### src/rtl/dm_store_buffer.sv
// FIFO store buffer in front of the data memory port. Loads win the port
// unless they hit a pending store word, in which case the buffer drains first.
module dm_store_buffer #(
  parameter int DEPTH = 4,
  parameter int PTRW  = 2
) (
  input  logic            Clk,
  input  logic            Reset,
  input  logic            StReq,
  input  logic [31:0]     StAddr,
  input  logic [31:0]     StWD,
  input  logic            StByte,
  input  logic [31:0]     StPC,
  input  logic            LdReq,
  input  logic [31:0]     LdAddr,
  input  logic            LdByte,
  output logic            StStall,
  output logic            LdStall,
  output logic            Empty,
  output logic [PTRW:0]   Count,
  output logic            DmWE,
  output logic [31:0]     DmAddr,
  output logic [31:0]     DmWD,
  output logic            DmByte,
  output logic [31:0]     DmPC
);

  typedef struct packed {
    logic [31:0] addr;
    logic [31:0] wd;
    logic        byt;
    logic [31:0] pc;
  } ent_t;

  ent_t            mem [DEPTH];
  ent_t            hd;
  logic [PTRW-1:0] head, tail;
  logic [PTRW:0]   cnt;
  logic [DEPTH-1:0] hit;
  logic            conflict, drain, enq;

  // An entry is live when its distance from head is below the count.
  for (genvar g = 0; g < DEPTH; g++) begin : g_cmp
    logic [PTRW-1:0] off;
    assign off    = PTRW'(g) - head;
    assign hit[g] = ({1'b0, off} < cnt) && (mem[g].addr[31:2] == LdAddr[31:2]);
  end

  assign conflict = |hit;
  assign hd       = mem[head];
  assign StStall  = StReq && (cnt == (PTRW+1)'(DEPTH));
  assign enq      = StReq && !StStall;
  assign drain    = LdReq ? conflict : (cnt != '0);
  assign LdStall  = LdReq && conflict;
  assign Empty    = (cnt == '0);
  assign Count    = cnt;

  always_comb begin
    DmWE   = 1'b0;
    DmAddr = '0;
    DmWD   = '0;
    DmByte = 1'b0;
    DmPC   = '0;
    if (LdReq && !conflict) begin
      DmAddr = LdAddr;
      DmByte = LdByte;
    end else if (drain) begin
      DmWE   = 1'b1;
      DmAddr = hd.addr;
      DmWD   = hd.wd;
      DmByte = hd.byt;
      DmPC   = hd.pc;
    end
  end

  always_ff @(posedge Clk) begin
    if (enq) mem[tail] <= '{addr: StAddr, wd: StWD, byt: StByte, pc: StPC};
  end

  always_ff @(posedge Clk) begin
    if (Reset) begin
      head <= '0;
      tail <= '0;
      cnt  <= '0;
    end else begin
      if (enq)   tail <= tail + 1'b1;
      if (drain) head <= head + 1'b1;
      case ({enq, drain})
        2'b10:   cnt <= cnt + 1'b1;
        2'b01:   cnt <= cnt - 1'b1;
        default: cnt <= cnt;
      endcase
    end
  end

endmodule

### config.mk
export PLATFORM = sky130hd
export DESIGN_NAME = dm_store_buffer
export DESIGN_NICKNAME = d
export VERILOG_FILES = /design/src/rtl/dm_store_buffer.sv
export SDC_FILE = /design/constraint.sdc
export NUM_CORES = 1
export LEC_CHECK = 0
export CAP_MARGIN = 5
export CORE_ASPECT_RATIO = 1.25
export CORE_MARGIN = 3
export CORE_UTILIZATION = 53
export CTS_BUF_LIST = sky130_fd_sc_hd__clkbuf_4 sky130_fd_sc_hd__clkbuf_8
export DETAILED_ROUTE_END_ITERATION = 6
export GPL_TIMING_DRIVEN = 0
export PLACE_DENSITY = 0.8
export SLEW_MARGIN = 20
export SYNTH_ARGS = -nofsm -noshare
export SYNTH_HDL_FRONTEND = slang
export SYNTH_SLANG_ARGS = --single-unit
### constraint.sdc
create_clock -name Clk -period 5 [get_ports Clk]
set_clock_uncertainty 0.1 [all_clocks]
set_input_delay 0.75 -clock Clk [delete_from_list [all_inputs] [get_ports Clk]]
set_output_delay 0.75 -clock Clk [all_outputs]
set_load 0.005 [all_outputs]
# ---- Word-level counts from Yosys, hierarchy flattened
# Memories as Yosys holds them, arrays and structs flattened. A register that Yosys moved wholly into a read port is not among the register bits.
# Cells that the tools add are included.
dict set report op_classes {
  add_sub_neg 8
  n_lt_le_gt_ge 4
  eq_ne 7
  muxes 16
  n_reduce_logical 14
}
# operator n
set op_table {}
lappend op_table {{2-to-1 mux 32 bit} 6}
lappend op_table {{equality test 30 bit} 4}
lappend op_table {{less-than comparator 2 x 3 -> 1 bit} 4}
lappend op_table {{logical AND 1 bit} 8}
lappend op_table {{2-to-1 mux 1 bit} 7}
lappend op_table {{case mux 3 bit (2 select lines)} 1}
lappend op_table {{adder 2 x 1 -> 2 bit, second input constant} 2}
lappend op_table {{2-to-1 mux 2 bit} 2}
lappend op_table {{OR reduction 4 bit} 1}
lappend op_table {{subtractor 1 x 2 -> 2 bit, first input constant} 2}
lappend op_table {{subtractor 2 bit, first input constant} 2}
lappend op_table {{adder 3 x 1 -> 3 bit, second input constant} 1}
lappend op_table {{equality test 3 bit, second input constant} 1}
lappend op_table {{logical NOT 3 bit} 1}
lappend op_table {{nonzero test 3 bit} 1}
lappend op_table {{subtractor 3 x 1 -> 3 bit, second input constant} 1}
lappend op_table {{equality test 2 x 1 -> 1 bit, second input constant} 1}
lappend op_table {{equality test 2 bit, second input constant} 1}
lappend op_table {{logical NOT 1 bit} 2}
lappend op_table {{nonzero test 2 bit} 1}
dict set report word_totals {
  register_bits 7
  ram_bits 388
  input_bits 134
  out_inout_bits 104
  word_cells 53
  mem_count 1
}
# memory words width rd rd_ports_with_merged_regs wr line_no
set mem_list {}
lappend mem_list {mem 4 97 5 1 1 35} ;# ent_t mem [DEPTH];

# ---- Longest topological paths before layout
dict set report logic_depth {
  word_depth 7
  ltp_mapped 16
  ltp_nobuf 14
}

# ---- Worst setup path before layout
# No wires, ideal clock.
dict set report synth_path {
  kind {input port to flip-flop}
  startpoint {input port StReq}
  endpoint {memory mem[1][0] in the netlist's numbering, enable pin}
  arrival_time_ns 3.428
  t_required_ns 4.433
  setup_slack_ns 1.006
  stages 2
  path_buffers 0
  path_cell_list {a21boi_1 -> and2_1}
}
dict set report synth_between {
  elab_chain_len 5
}
# item line_no
set synth_lines {}
lappend synth_lines {{from (decl)} 9} ;# input logic StReq,
lappend synth_lines {{logical AND 1 bit} 51} ;# assign StStall = StReq && (cnt == (PTRW+1)'(DEPTH));
lappend synth_lines {{logical NOT 1 bit} 52} ;# assign enq = StReq && !StStall;
lappend synth_lines {{logical AND 1 bit (*)} 52}
lappend synth_lines {{2-to-1 mux 1 bit (*)} 77} ;# if (enq) mem[tail] <= '{addr: StAddr, wd: StWD, byt: StByte, pc: StPC};
lappend synth_lines {{2-to-1 mux 1 bit (implied by the code) (*)} 77}
lappend synth_lines {{to (decl)} 35}
# Every way passes the cells marked *; elsewhere a longest branch is shown, timed or not.

==> impl_metrics.yaml <==
floorplanning:
  coreArea_um2: 31400
  initial_core_util_pct: 54.5
  rows: 72
  die_area_um2: 34400
  die_w_um: 167
  pin_count: 238
  die_h_um: 207
clocking:
  clockBufferDepth: 3
  numCtsBuffers: 58
  clkTransAtPathRegs_ns: 0.06
  cts_sinks: 397
  clock_latency_ns: 0.61
  cts_tree: "built"
  cts_hold_buf: 0
  cts_root_buf: "clkbuf_8"
  cts_htree_levels: 2
place:
  portBuffers: 207
  place_inst: 1556
  hpwlAfterDp_um: 27400
  gp_congestion: 0.936
route:
  firstDrtPassIters: 5
  drcViolationCount: 0
  routed_wl_um: 40300
  antenna_left: 0
  vias_per_cell: 5.75
  drtIter0Drc: 775
  wl_per_cell_um: 24.2
  via_count: 9570
global_routing:
  grt_use_total_pct: 23.3
  grt_max_degree: 46
  grt-ovfl-total: 0
  grt_pass1_wl_um: 60200
  grt_pass1_vias: 10200
  antenna_found_initial: 9
layout:
  mostFrequentLayoutCell: "edfxtp_1"
  synthToLayoutAreaGrowth_pct: 23.1
  layout-drive-gt1-share_pct: 20.8
  utilization_pct: 67.1
  final_cells: 1663
  fin_nets: 1353
  most-common-layout-cells: "388 x edfxtp_1, 207 x clkdlybuf4s50_1, 110 x xor2_1, 97 x mux4_2, 64 x and2_1"
critical_path:
  r2r_start: "mem[1][96]"
  cp-end-kind: "primary output"
  cp-start-kind: "register"
  path_max_fanout: 10
  r2r_slack_ns: 0.94
  r2r_cells: 13
  cp.arrival_ns: 3.90
  path_class: "reg2out"
  worstPathRequired_ns: 4.15
  r2r_end: "Count[2]"
power_and_ir_drop:
  p_per_area_nw_per_um2: 455
  total_power_mw: 9.56
  ir_drop_v: 0.000383
  p_leak_nw: 7.01
status:
  status: "finished, final reports clean"
worst_hold_path:
  hp-class: "reg2reg"
  holdPathEnd: "tail[1]"
  hold_depth: 2
  min_from: "tail[1]"
synth:
  yosys_warnings: 0
  syn_nets: 1078
  synthTopCellsByArea: "edfxtp_1 68%, mux4_2 13%, xor2_1 5.6%, and2_1 2.5%, and3_1 1.3%"
  synthFlopType: "edfxtp_1"
  postSynthAreaPerCell_um2: 18.3
  synthCells: 934
  yosysTopAreaCell: "edfxtp_1"
  postSynth.asyncResetShare_pct: 0
  yosys_register_bits: 397
  synthDistinctLibCells: 35
  yosysSeqAreaShare_pct: 69.3
  yosysTopAreaCellShare_pct: 68.2
  synth_area_um2: 17100
  synth_edf_count: 388
job:
  max-cap-violations: 0
sta:
  fmax_ghz: 0.210
  rsz0062_at_grt: "false"
  hold_viol_final: 0
  fin_crit_sh_pct: 95.0
  tns_ns: 0
  period_needed_ns: 4.75
  slew_viol_final: 0
  worst_pin_slew_ns: 1.05
  maxSlewHeadroom_pct: 29.4
  setup_viol: 0
-- routing by layer --
metal  GRT usage (%)  vias up  share of wire (%)
met2            39.4      394                 51
met4            8.40       10                2.6
met5               0        -               0.17
li1                -     4238                  -
met3            7.54       81                8.5
met1            28.5     4847                 37
-- synth_stat cells (all sizes together), types with 2 or more instances --
library cell,count
ha,9
inv,15
nor4,28
a21oi,5
xor2,110
mux2i,2
nand2,2
a31oi,2
nand3,6
a2111oi,4
nor3,6
o2111ai,4
nor2,6
buf,35
nand4,5
clkbuf,43
xnor2,14
edfxtp,388
dfxtp,9
and3,35
mux4,97
a31o,33
and2,68
-- stage by stage --
stage | cell area (um2) | hold WS [ns] | setup WS [ns]
after detailed placement | 19900 | 0.465 | 0.0910
after global routing | 21000 | 0.504 | 0.00985
after global placement | 19700 | 0.446 | -1.54
after CTS | 21000 | 0.474 | 0.0420
after floorplan | 17100 | 0.414 | 1.01
final | 21000 | 0.469 | 0.248
-- logic make-up after synthesis --
family / after synthesis / share of synthesized area (%)
DFF: 397 / 69.3
AOI/OAI and AO/OA: 51 / 2.52
xor gates and xnor gates: 124 / 6.36
muxes: 99 / 12.9
buffers and inverters: 93 / 2.48
adders and majority gates: 10 / 0.777
and+or+nand+nor: 160 / 5.69
-- area by class of cell --
type / count / area (um2)
well taps: 407 / 509
fillers: 2128 / 10300
flip-flops and latches: 397 / 11800
inverters: 15 / 56.3
diodes: 3 / 7.51
clock inverters: 28 / 170
plain buffers: 78 / 370
repair buffers: 215 / 2280
clock buffers: 76 / 940
multi-input cells: 444 / 4860
-- worst max path at each step --
stage	cells after the start	startpoint	slack, ns	endpoint
final	10	mem[1][96]	0.25	DmAddr[28]
after CTS	10	mem[0][75]	0.04	DmWD[12]
after global placement	3	StReq	-1.54	mem[1][49]
after floorplan	2	StReq	1.01	mem[1][0]
after global routing	10	mem[1][96]	0.01	DmPC[29]
after detailed placement	11	LdAddr[14]	0.09	DmWD[12]
-- sequential cells by signal (all words and copies together), names as in the netlist, named ones only --
name and flops:
Count 3, head 2, mem 388, tail 2
-- worst max-delay path, stage by stage, from the launching register on --
cell and delay (ns):
edfxtp_1 0.39, xor2_1 0.17, nor4_2 0.47, nand4_1 0.23, a2111oi_2 0.41, nor4_2 0.14
buf_6 0.17, nand2_1 0.18, buf_2 0.34, a31o_2 0.20, clkdlybuf4s50_1 0.57
-- report_power, final --
group	leakage (nW)	internal [mW]	switching, mW
combinational	2.79	1.50	1.37
clock	0.586	1.32	1.18
sequential	3.63	4.06	0.123
total	7.01	6.89	2.67
-- timing repair --
action	in CTS	in global routing
hold endpoints to repair	0	0
endpoints found under the setup margin	19	65
gates resized for setup	1	6
setup buffers	0	0
Note: power is estimated with default switching activity, not from simulation.
